[src/rtl/alu_decode_if.sv]
// Handshake and decoded-field bundle between the fetch side, the decode stage and the regfile/ALU side.
// The decode stage is the slave; the producer/consumer pair driving it is the master.
interface alu_decode_if;
  logic        in_valid;
  logic [31:0] in_instr;
  logic        in_ready;
  logic        flush;
  logic        out_valid;
  logic        out_ready;
  logic [3:0]  opcode;
  logic [3:0]  cond;
  logic        s_bit;
  logic        flag_en;
  logic [3:0]  rd;
  logic [3:0]  rn;
  logic [3:0]  rm;
  logic [2:0]  sr_cont;
  logic [4:0]  sr_bit;
  logic [15:0] immediate;
  logic        uses_rn;
  logic        uses_rm;
  logic        wr_en;
  logic        illegal;

  modport slave (
    input  in_valid, in_instr, flush, out_ready,
    output in_ready, out_valid, opcode, cond, s_bit, flag_en, rd, rn, rm,
           sr_cont, sr_bit, immediate, uses_rn, uses_rm, wr_en, illegal
  );

  modport master (
    output in_valid, in_instr, flush, out_ready,
    input  in_ready, out_valid, opcode, cond, s_bit, flag_en, rd, rn, rm,
           sr_cont, sr_bit, immediate, uses_rn, uses_rm, wr_en, illegal
  );
endinterface

[src/rtl/alu_decode_stage.sv]
// Decode stage ahead of the ALU: slices the instruction word into control fields, holds one
// decoded entry, stalls one cycle on a load-use dependency and counts issues and bubbles.
module alu_decode_stage #(
  parameter int unsigned CNT_W = 16
) (
  input  logic             clk,
  input  logic             rst_n,
  alu_decode_if.slave      bus,
  output logic [CNT_W-1:0] issue_cnt,
  output logic [CNT_W-1:0] bubble_cnt
);

  localparam int unsigned REG_W = 4;
  localparam logic [3:0]  OP_CMP  = 4'b1011;
  localparam logic [3:0]  OP_LOAD = 4'b1101;
  localparam logic [CNT_W-1:0] CNT_MAX = '1;

  typedef struct packed {
    logic [3:0]       cond;
    logic [3:0]       opcode;
    logic             s_bit;
    logic             flag_en;
    logic [REG_W-1:0] rd;
    logic [REG_W-1:0] rn;
    logic [REG_W-1:0] rm;
    logic [2:0]       sr_cont;
    logic [4:0]       sr_bit;
    logic [15:0]      immediate;
    logic             uses_rn;
    logic             uses_rm;
    logic             wr_en;
    logic             illegal;
  } dec_t;

  dec_t             in_dec_c;
  dec_t             held_q, held_d;
  logic             out_valid_q, out_valid_d;
  logic [CNT_W-1:0] issue_q, issue_d;
  logic [CNT_W-1:0] bubble_q, bubble_d;
  logic             hazard_c, ready_c, load_c, handoff_c;

  // Field slicing and opcode classification of the incoming word.
  always_comb begin
    in_dec_c           = '0;
    in_dec_c.cond      = bus.in_instr[31:28];
    in_dec_c.opcode    = bus.in_instr[27:24];
    in_dec_c.s_bit     = bus.in_instr[23];
    in_dec_c.rd        = bus.in_instr[22:19];
    in_dec_c.rn        = bus.in_instr[18:15];
    in_dec_c.rm        = bus.in_instr[14:11];
    in_dec_c.sr_cont   = bus.in_instr[10:8];
    in_dec_c.sr_bit    = bus.in_instr[7:3];
    in_dec_c.immediate = bus.in_instr[15:0];
    case (bus.in_instr[27:24])
      4'h0, 4'h1, 4'h2, 4'h3, 4'h4, 4'h5: begin
        in_dec_c.uses_rn = 1'b1;
        in_dec_c.uses_rm = 1'b1;
        in_dec_c.wr_en   = 1'b1;
      end
      4'h6: in_dec_c.wr_en = 1'b1;
      4'h7, OP_LOAD: begin
        in_dec_c.uses_rn = 1'b1;
        in_dec_c.wr_en   = 1'b1;
      end
      OP_CMP: begin
        in_dec_c.uses_rn = 1'b1;
        in_dec_c.uses_rm = 1'b1;
      end
      4'hE: in_dec_c.uses_rn = 1'b1;
      default: in_dec_c.illegal = 1'b1;
    endcase
    in_dec_c.flag_en = !in_dec_c.illegal &&
                       (in_dec_c.s_bit || (in_dec_c.opcode == OP_CMP));
  end

  // Handshake, load-use hazard and next-state for the held entry and counters.
  always_comb begin
    hazard_c = out_valid_q && (held_q.opcode == OP_LOAD) && held_q.wr_en && bus.in_valid &&
               ((in_dec_c.uses_rn && (in_dec_c.rn == held_q.rd)) ||
                (in_dec_c.uses_rm && (in_dec_c.rm == held_q.rd)));
    ready_c   = !bus.flush && !hazard_c && (!out_valid_q || bus.out_ready);
    load_c    = bus.in_valid && ready_c;
    handoff_c = out_valid_q && bus.out_ready;

    held_d      = held_q;
    out_valid_d = out_valid_q;
    if (bus.flush) begin
      out_valid_d = 1'b0;
    end else if (load_c) begin
      held_d      = in_dec_c;
      out_valid_d = 1'b1;
    end else if (handoff_c) begin
      out_valid_d = 1'b0;
    end

    issue_d = issue_q;
    if (handoff_c && (issue_q != CNT_MAX)) begin
      issue_d = issue_q + CNT_W'(1);
    end
    bubble_d = bubble_q;
    if (hazard_c && bus.out_ready && !bus.flush && (bubble_q != CNT_MAX)) begin
      bubble_d = bubble_q + CNT_W'(1);
    end
  end

  always_ff @(posedge clk or negedge rst_n) begin
    if (!rst_n) begin
      held_q      <= '0;
      out_valid_q <= 1'b0;
      issue_q     <= '0;
      bubble_q    <= '0;
    end else begin
      held_q      <= held_d;
      out_valid_q <= out_valid_d;
      issue_q     <= issue_d;
      bubble_q    <= bubble_d;
    end
  end

  assign bus.in_ready  = ready_c;
  assign bus.out_valid = out_valid_q;
  assign bus.cond      = held_q.cond;
  assign bus.opcode    = held_q.opcode;
  assign bus.s_bit     = held_q.s_bit;
  assign bus.flag_en   = held_q.flag_en;
  assign bus.rd        = held_q.rd;
  assign bus.rn        = held_q.rn;
  assign bus.rm        = held_q.rm;
  assign bus.sr_cont   = held_q.sr_cont;
  assign bus.sr_bit    = held_q.sr_bit;
  assign bus.immediate = held_q.immediate;
  assign bus.uses_rn   = held_q.uses_rn;
  assign bus.uses_rm   = held_q.uses_rm;
  assign bus.wr_en     = held_q.wr_en;
  assign bus.illegal   = held_q.illegal;
  assign issue_cnt     = issue_q;
  assign bubble_cnt    = bubble_q;

endmodule
[src/flat_wrapper.sv]
// flat-port wrapper written by rule: the top's interface ports become plain ports
module alu_decode_stage_flat 
#(
  parameter int unsigned CNT_W = 16
)
  (clk, rst_n, issue_cnt, bubble_cnt, bus_in_valid, bus_in_instr, bus_flush, bus_out_ready, bus_in_ready, bus_out_valid, bus_opcode, bus_cond, bus_s_bit, bus_flag_en, bus_rd, bus_rn, bus_rm, bus_sr_cont, bus_sr_bit, bus_immediate, bus_uses_rn, bus_uses_rm, bus_wr_en, bus_illegal);
  alu_decode_if bus_i ();
  input  logic clk;
  input  logic rst_n;
  output logic [CNT_W-1:0] issue_cnt;
  output logic [CNT_W-1:0] bubble_cnt;
  input wire logic [$bits(bus_i.in_valid)-1:0] bus_in_valid;
  input wire logic [$bits(bus_i.in_instr)-1:0] bus_in_instr;
  input wire logic [$bits(bus_i.flush)-1:0] bus_flush;
  input wire logic [$bits(bus_i.out_ready)-1:0] bus_out_ready;
  output wire logic [$bits(bus_i.in_ready)-1:0] bus_in_ready;
  output wire logic [$bits(bus_i.out_valid)-1:0] bus_out_valid;
  output wire logic [$bits(bus_i.opcode)-1:0] bus_opcode;
  output wire logic [$bits(bus_i.cond)-1:0] bus_cond;
  output wire logic [$bits(bus_i.s_bit)-1:0] bus_s_bit;
  output wire logic [$bits(bus_i.flag_en)-1:0] bus_flag_en;
  output wire logic [$bits(bus_i.rd)-1:0] bus_rd;
  output wire logic [$bits(bus_i.rn)-1:0] bus_rn;
  output wire logic [$bits(bus_i.rm)-1:0] bus_rm;
  output wire logic [$bits(bus_i.sr_cont)-1:0] bus_sr_cont;
  output wire logic [$bits(bus_i.sr_bit)-1:0] bus_sr_bit;
  output wire logic [$bits(bus_i.immediate)-1:0] bus_immediate;
  output wire logic [$bits(bus_i.uses_rn)-1:0] bus_uses_rn;
  output wire logic [$bits(bus_i.uses_rm)-1:0] bus_uses_rm;
  output wire logic [$bits(bus_i.wr_en)-1:0] bus_wr_en;
  output wire logic [$bits(bus_i.illegal)-1:0] bus_illegal;
  assign bus_i.in_valid = bus_in_valid;
  assign bus_i.in_instr = bus_in_instr;
  assign bus_i.flush = bus_flush;
  assign bus_i.out_ready = bus_out_ready;
  assign bus_in_ready = bus_i.in_ready;
  assign bus_out_valid = bus_i.out_valid;
  assign bus_opcode = bus_i.opcode;
  assign bus_cond = bus_i.cond;
  assign bus_s_bit = bus_i.s_bit;
  assign bus_flag_en = bus_i.flag_en;
  assign bus_rd = bus_i.rd;
  assign bus_rn = bus_i.rn;
  assign bus_rm = bus_i.rm;
  assign bus_sr_cont = bus_i.sr_cont;
  assign bus_sr_bit = bus_i.sr_bit;
  assign bus_immediate = bus_i.immediate;
  assign bus_uses_rn = bus_i.uses_rn;
  assign bus_uses_rm = bus_i.uses_rm;
  assign bus_wr_en = bus_i.wr_en;
  assign bus_illegal = bus_i.illegal;
  alu_decode_stage #(.CNT_W(CNT_W)) u_core (.clk(clk), .rst_n(rst_n), .bus(bus_i), .issue_cnt(issue_cnt), .bubble_cnt(bubble_cnt));
endmodule
[config.mk]
export PLATFORM = sky130hd
export DESIGN_NAME = alu_decode_stage_flat
export DESIGN_NICKNAME = d
export VERILOG_FILES = /design/src/rtl/alu_decode_if.sv /design/src/rtl/alu_decode_stage.sv /design/src/flat_wrapper.sv
export SDC_FILE = /design/constraint.sdc
export NUM_CORES = 1
export LEC_CHECK = 0
export ABC_AREA = 0
export CAP_MARGIN = 15
export CORE_MARGIN = 2
export CORE_UTILIZATION = 35
export CTS_CLUSTER_SIZE = 30
export DETAILED_ROUTE_END_ITERATION = 6
export PLACE_DENSITY = 0.63
export REMOVE_ABC_BUFFERS = 1
export SYNTH_ARGS = -nofsm -noshare
export SYNTH_HDL_FRONTEND = slang
export SYNTH_SLANG_ARGS = --single-unit
[constraint.sdc]
create_clock -name clk -period 2.1 [get_ports clk]
set_input_delay 0.42 -clock clk [delete_from_list [all_inputs] [get_ports clk]]
set_output_delay 0.42 -clock clk [all_outputs]
set_load 0.05 [all_outputs]
Word level (Yosys, flattened, before mapping)
Cells that the tools add are included.
- add/subtract/negate cells: 2
- equal/unequal tests: 15
- mux-type cells: 7
- bitwise gates (word level): 1
- reductions and logical operators: 28
- operators with widths (operator ; number):
    16-bit by 1-bit adder with 16-bit output (second input constant) ; 2
    16-bit inequality test (second input constant) ; 2
    4-bit by 3-bit == test with 1-bit output (second input constant) ; 4
    4-bit == test (second input constant) ; 4
    1-bit logical AND ; 15
    11-bit OR reduction ; 1
    10-bit OR reduction ; 1
    9-bit OR reduction ; 1
    4-bit by 2-bit == test with 1-bit output (second input constant) ; 2
    4-bit == test ; 2
    1-bit two-way mux ; 7
    7-bit OR reduction ; 1
    4-bit by 1-bit == test with 1-bit output (second input constant) ; 1
    4-bit logical NOT ; 1
    1-bit logical NOT ; 3
    1-bit logical OR ; 3
    3-bit nonzero test ; 1
    2-bit AND reduction ; 1
    1-bit NOT ; 1
- bits in registers: 83
- bits of input ports: 37
- output and inout port bits: 84
- word-level logic and storage cells: 70

Longest topological paths before layout
- depth after elaboration: 12
- depth in mapped cells: 7
- gate-level depth less buffers: 6

Worst setup path before layout
Ideal clock, no wire load.
- kind: input port to output port
- from: input port bus_in_instr[24]
- to: output port bus_in_ready
- arrival: 2427 ps
- path slack: -747 ps
- stages on the path: 6
- path buffers: 1
- cell sequence: buf_2 maj3_2 o22ai_4 o22ai_4 and2_1 nor3_1
- word-level cells in the longest chain between the ends: 9
- elaborated cells between the ends (all ways): 21
- those cells by class: eq/ne: 9; mux: 2; reduce/logical: 10
- ends and longest elaborated chain (element ; RTL line ; source):
    start, declared ; flat_wrapper.sv:13 ; input wire logic [$bits(bus_i.in_instr)-1:0] bus_in_instr;
    4-bit by 1-bit == test with 1-bit output (tied with other cells) ; alu_decode_stage.sv:54 ; case (bus.in_instr[27:24])
    10-bit OR reduction (no source line) / 7-bit OR reduction (equally long branches) ; - ;
    1-bit two-way mux ; alu_decode_stage.sv:54 ;
    1-bit logical AND (on tied branches) ; alu_decode_stage.sv:79, alu_decode_stage.sv:80 ;
    1-bit logical OR * ; alu_decode_stage.sv:79 ; ((in_dec_c.uses_rn && (in_dec_c.rn == held_q.rd)) ||
    1-bit logical AND * ; alu_decode_stage.sv:78 ; hazard_c = out_valid_q && (held_q.opcode == OP_LOAD) && held_q.wr_en && bus.in_valid &&
    1-bit logical NOT * ; alu_decode_stage.sv:81 ; ready_c = !bus.flush && !hazard_c && (!out_valid_q || bus.out_ready);
    1-bit logical AND * (2 in series) ; alu_decode_stage.sv:81 ;
    end, declared ; flat_wrapper.sv:16 ; output wire logic [$bits(bus_i.in_ready)-1:0] bus_in_ready;
Mark *: on every way between the ends. The rest lies on a longest branch, timed or not.

Worst setup path after layout
- from: input port bus_in_instr[25]
- to: output port bus_in_ready
The elaborated chain is that of the path after synthesis.

==> results.toml <==
[power_and_ir_drop]
switchingPower_mw = 1.74
p_seq_share_pct = 36.8
intPower_mw = 2.82
switching_share_pct = 38.1
p_leak_nw = 2.27
total_power_mw = 4.56
vdd_ir_drop_max_uv = 456
clockPowerShare_pct = 24.4
p_comb_share_pct = 38.9
p_per_area_nw_per_um2 = 884

[route]
vias = 2595
viasPerCell = 4.68
firstDrtPassIters = 4
drt_iter0_markers = 64
antenna_left = 0
drc = 0
finalWirelength_um = 7750
wire_per_inst_um = 14.0

[clock_tree]
cts-buffers-inserted = 9
cts_sinks = 70
cts_tree = "yes"
clock_latency_ps = 330
clkTransAtPathRegs_ps = 80
h-tree-depth = 3
cts_root_buf = "clkbuf_8"
clock_path_buffers = 2
holdBufCountCts = 0

[timing]
tightest_slew_ps = 615
setup_violations = 1
finClkSkew_ps = 15.3
relSlewSlack_pct = 59.0
rsz0062_at_grt = "true"
fmax_mhz = 463
finalCritPeriodShare_pct = 103
final_max_slew_viol_count = 0
finalHoldViolCount = 0
setup_slack_ps = -58.3
fin_tns_setup_ps = -58.3
period_minus_slack_ps = 2160

[worst_setup_path]
slowest_delay_ps = 350
crit_path_max_fanout = 4
critPathKind = "input port to output pin"
end_kind = "output pin"
critPathLaunch = "bus_in_instr[25]"
cp.required_ps = 1680
cp-start-kind = "input port"
r2r-start = "u_core.bubble_cnt[0]$_DFFE_PN0P_"
cp.arrival_ps = 1740
cp_top_family = "buffers and inverters"
slowest_stage = "maj3_2"
cp.buffers_inverters = 2
worstPathCellList = "clkdlybuf4s15_1 > maj3_2 > o22ai_4 > o22ai_4 > and2_4 > nor3_4 > buf_12"
cp_common_cell = "o22ai_4"

[global_routing]
grt_start_max_net_pins = 47
grtUsageTotal_pct = 15.0
grt_pass1_vias = 2622
gr-total-overflow = 0
antenna_found_initial = 0
grt_pass1_wl_um = 13100

[floorplan]
core_um2 = 9680
ios = 121
die_area_um2 = 10700
die_y_um = 104
die_w_um = 104
initial_utilization_pct = 35.8
rows = 36

[placed_design]
post-place-ws_ps = -490
place_congestion = 0.763
io_buffers = 120
place_hpwl_um = 5600
dp_cells = 533

[cells_and_area]
final_cells = 554
drive_gt1_share_pct = 22.3
nNetsFinal = 455
final_core_util_pct = 53.2
num_antenna_cells = 0
area_delta_synth_final_pct = 48.6

[synth]
synth_top_cell_by_area = "dfrtp_1"
async_reset_ff_share_pct = 100
synth-edff-count = 0
synth.area.top_cells = "dfrtp_1 (50%), mux2_4 (12%), xnor2_1 (8.3%), buf_4 (2.8%), mux2_2 (2.6%)"
yosysWarnings = 0
synth_area_um2 = 3470
synth_top_flop_cell = "dfrtp_1"
synth_top_area_share_pct = 50.5
ys_ff_latch = 70
synthDistinctLibCells = 39
synthCells = 275
synth_seq_area_share_pct = 50.5
avgSynthCellArea_um2 = 12.6

[run]
drv_cap = 0

[min_path]
min_path_type = "input port to async pin"

[outcome]
violations = "negative setup slack"
outcome = "finished, violations left"
[power by group through the flow]
| stage | registers [mW] | clock network (mW) | logic (mW) |
|---|---|---|---|
| after floorplan | 2.45 | 0 | 0.346 |
| after global placement | 1.71 | 0 | 1.76 |
| after detailed placement | 1.71 | 0 | 1.77 |
| after CTS | 1.68 | 1.14 | 1.79 |
| after global routing | 1.71 | 1.21 | 1.85 |
| final | 1.68 | 1.11 | 1.77 |
[synthesized netlist by cell type (all sizes together) (3+ instances only)]
cell	instances
nor3	4
a31oi	4
nand2	16
and3	9
dfrtp	70
inv	5
xnor2	33
o21ai	4
nor2	6
and2	3
xor2	4
buf	18
a21oi	3
mux2i	3
nand3	15
nand4	14
mux2	36
and4	5
nor2b	4
[cells by family after synthesis]
kind of cell | after synthesis | synth area share, %
AOI/OAI and AO/OA | 18 | 4.65
buffers and inverters | 25 | 5.59
DFF | 70 | 50.5
adders and majority gates | 3 | 1.05
xor gates and xnor gates | 37 | 9.34
muxes | 39 | 15.6
and+or+nand+nor | 83 | 13.3
[cells in the final DEF (no fill, tap or decap), types with 11 or more instances in the layout]
cell type | Yosys | layout
nand2_1 | 16 | 16
buf_4 | 13 | 28
mux2_4 | 28 | 28
nand4_1 | 14 | 14
xnor2_1 | 33 | 33
clkbuf_8 | 0 | 11
clkdlybuf4s50_1 | 0 | 98
dfrtp_1 | 70 | 70
dlygate4sd2_1 | 0 | 12
nand3_1 | 15 | 15
[per-stage QoR]
step,hold slack (ps),cell area [um^2]
final,89.7,5160
after global routing,130,5160
after CTS,116,5140
after detailed placement,484,4890
after global placement,483,4890
after floorplan,124,3290
[what timing repair did]
action	CTS	global route
gates resized for setup	24	5
pin swaps	10	3
endpoints found under the setup margin	3	6
buffers inserted	6	0
[final timing paths]
check                                                        to  slack, ps  depth (start not counted)
setup / recovery                                   bus_in_ready        -60                          7
hold / removal                 u_core.bubble_cnt[2]$_DFFE_PN0P_         90                          1
setup reg to reg               u_core.bubble_cnt[1]$_DFFE_PN0P_        190                          7
hold reg to reg                u_core.issue_cnt[11]$_DFFE_PN0P_        490                          1
max in group asynchronous  u_core.bus.immediate[10]$_DFFE_PN0P_       1420                          2
min in group clk               u_core.issue_cnt[11]$_DFFE_PN0P_        490                          1
[sequential cells by signal, summed over array words and instances (netlist names)]
name	count
u_core.bubble_cnt	16
u_core.issue_cnt	16
u_core.bus.immediate	15
u_core.bus.cond	4
u_core.bus.opcode	4
u_core.bus.rd	4
u_core.bus.rn	4
u_core.bus.flag_en	1
u_core.bus.illegal	1
u_core.bus.out_valid	1
u_core.bus.s_bit	1
u_core.bus.uses_rm	1
u_core.bus.uses_rn	1
u_core.bus.wr_en	1
[cell type report]
class                   instances  area [um^2]
clock buffers                  12          155
flip-flops and latches         70         1750
well taps                     133          166
inverters                       5         18.8
multi-input cells             180         1550
clock inverters                 4         45.0
repair buffers                150         1470
fillers                       882         4530
[per-layer routing]
layer	GRT usage, %	up-vias	part of all wire, %
met1	19.9	1274	46
met2	23.4	74	47
met3	4.66	4	6.4
li1	-	1243	-
met5	0	-	0
met4	5.21	0	0.75
Power figures use the tool's default switching activity.
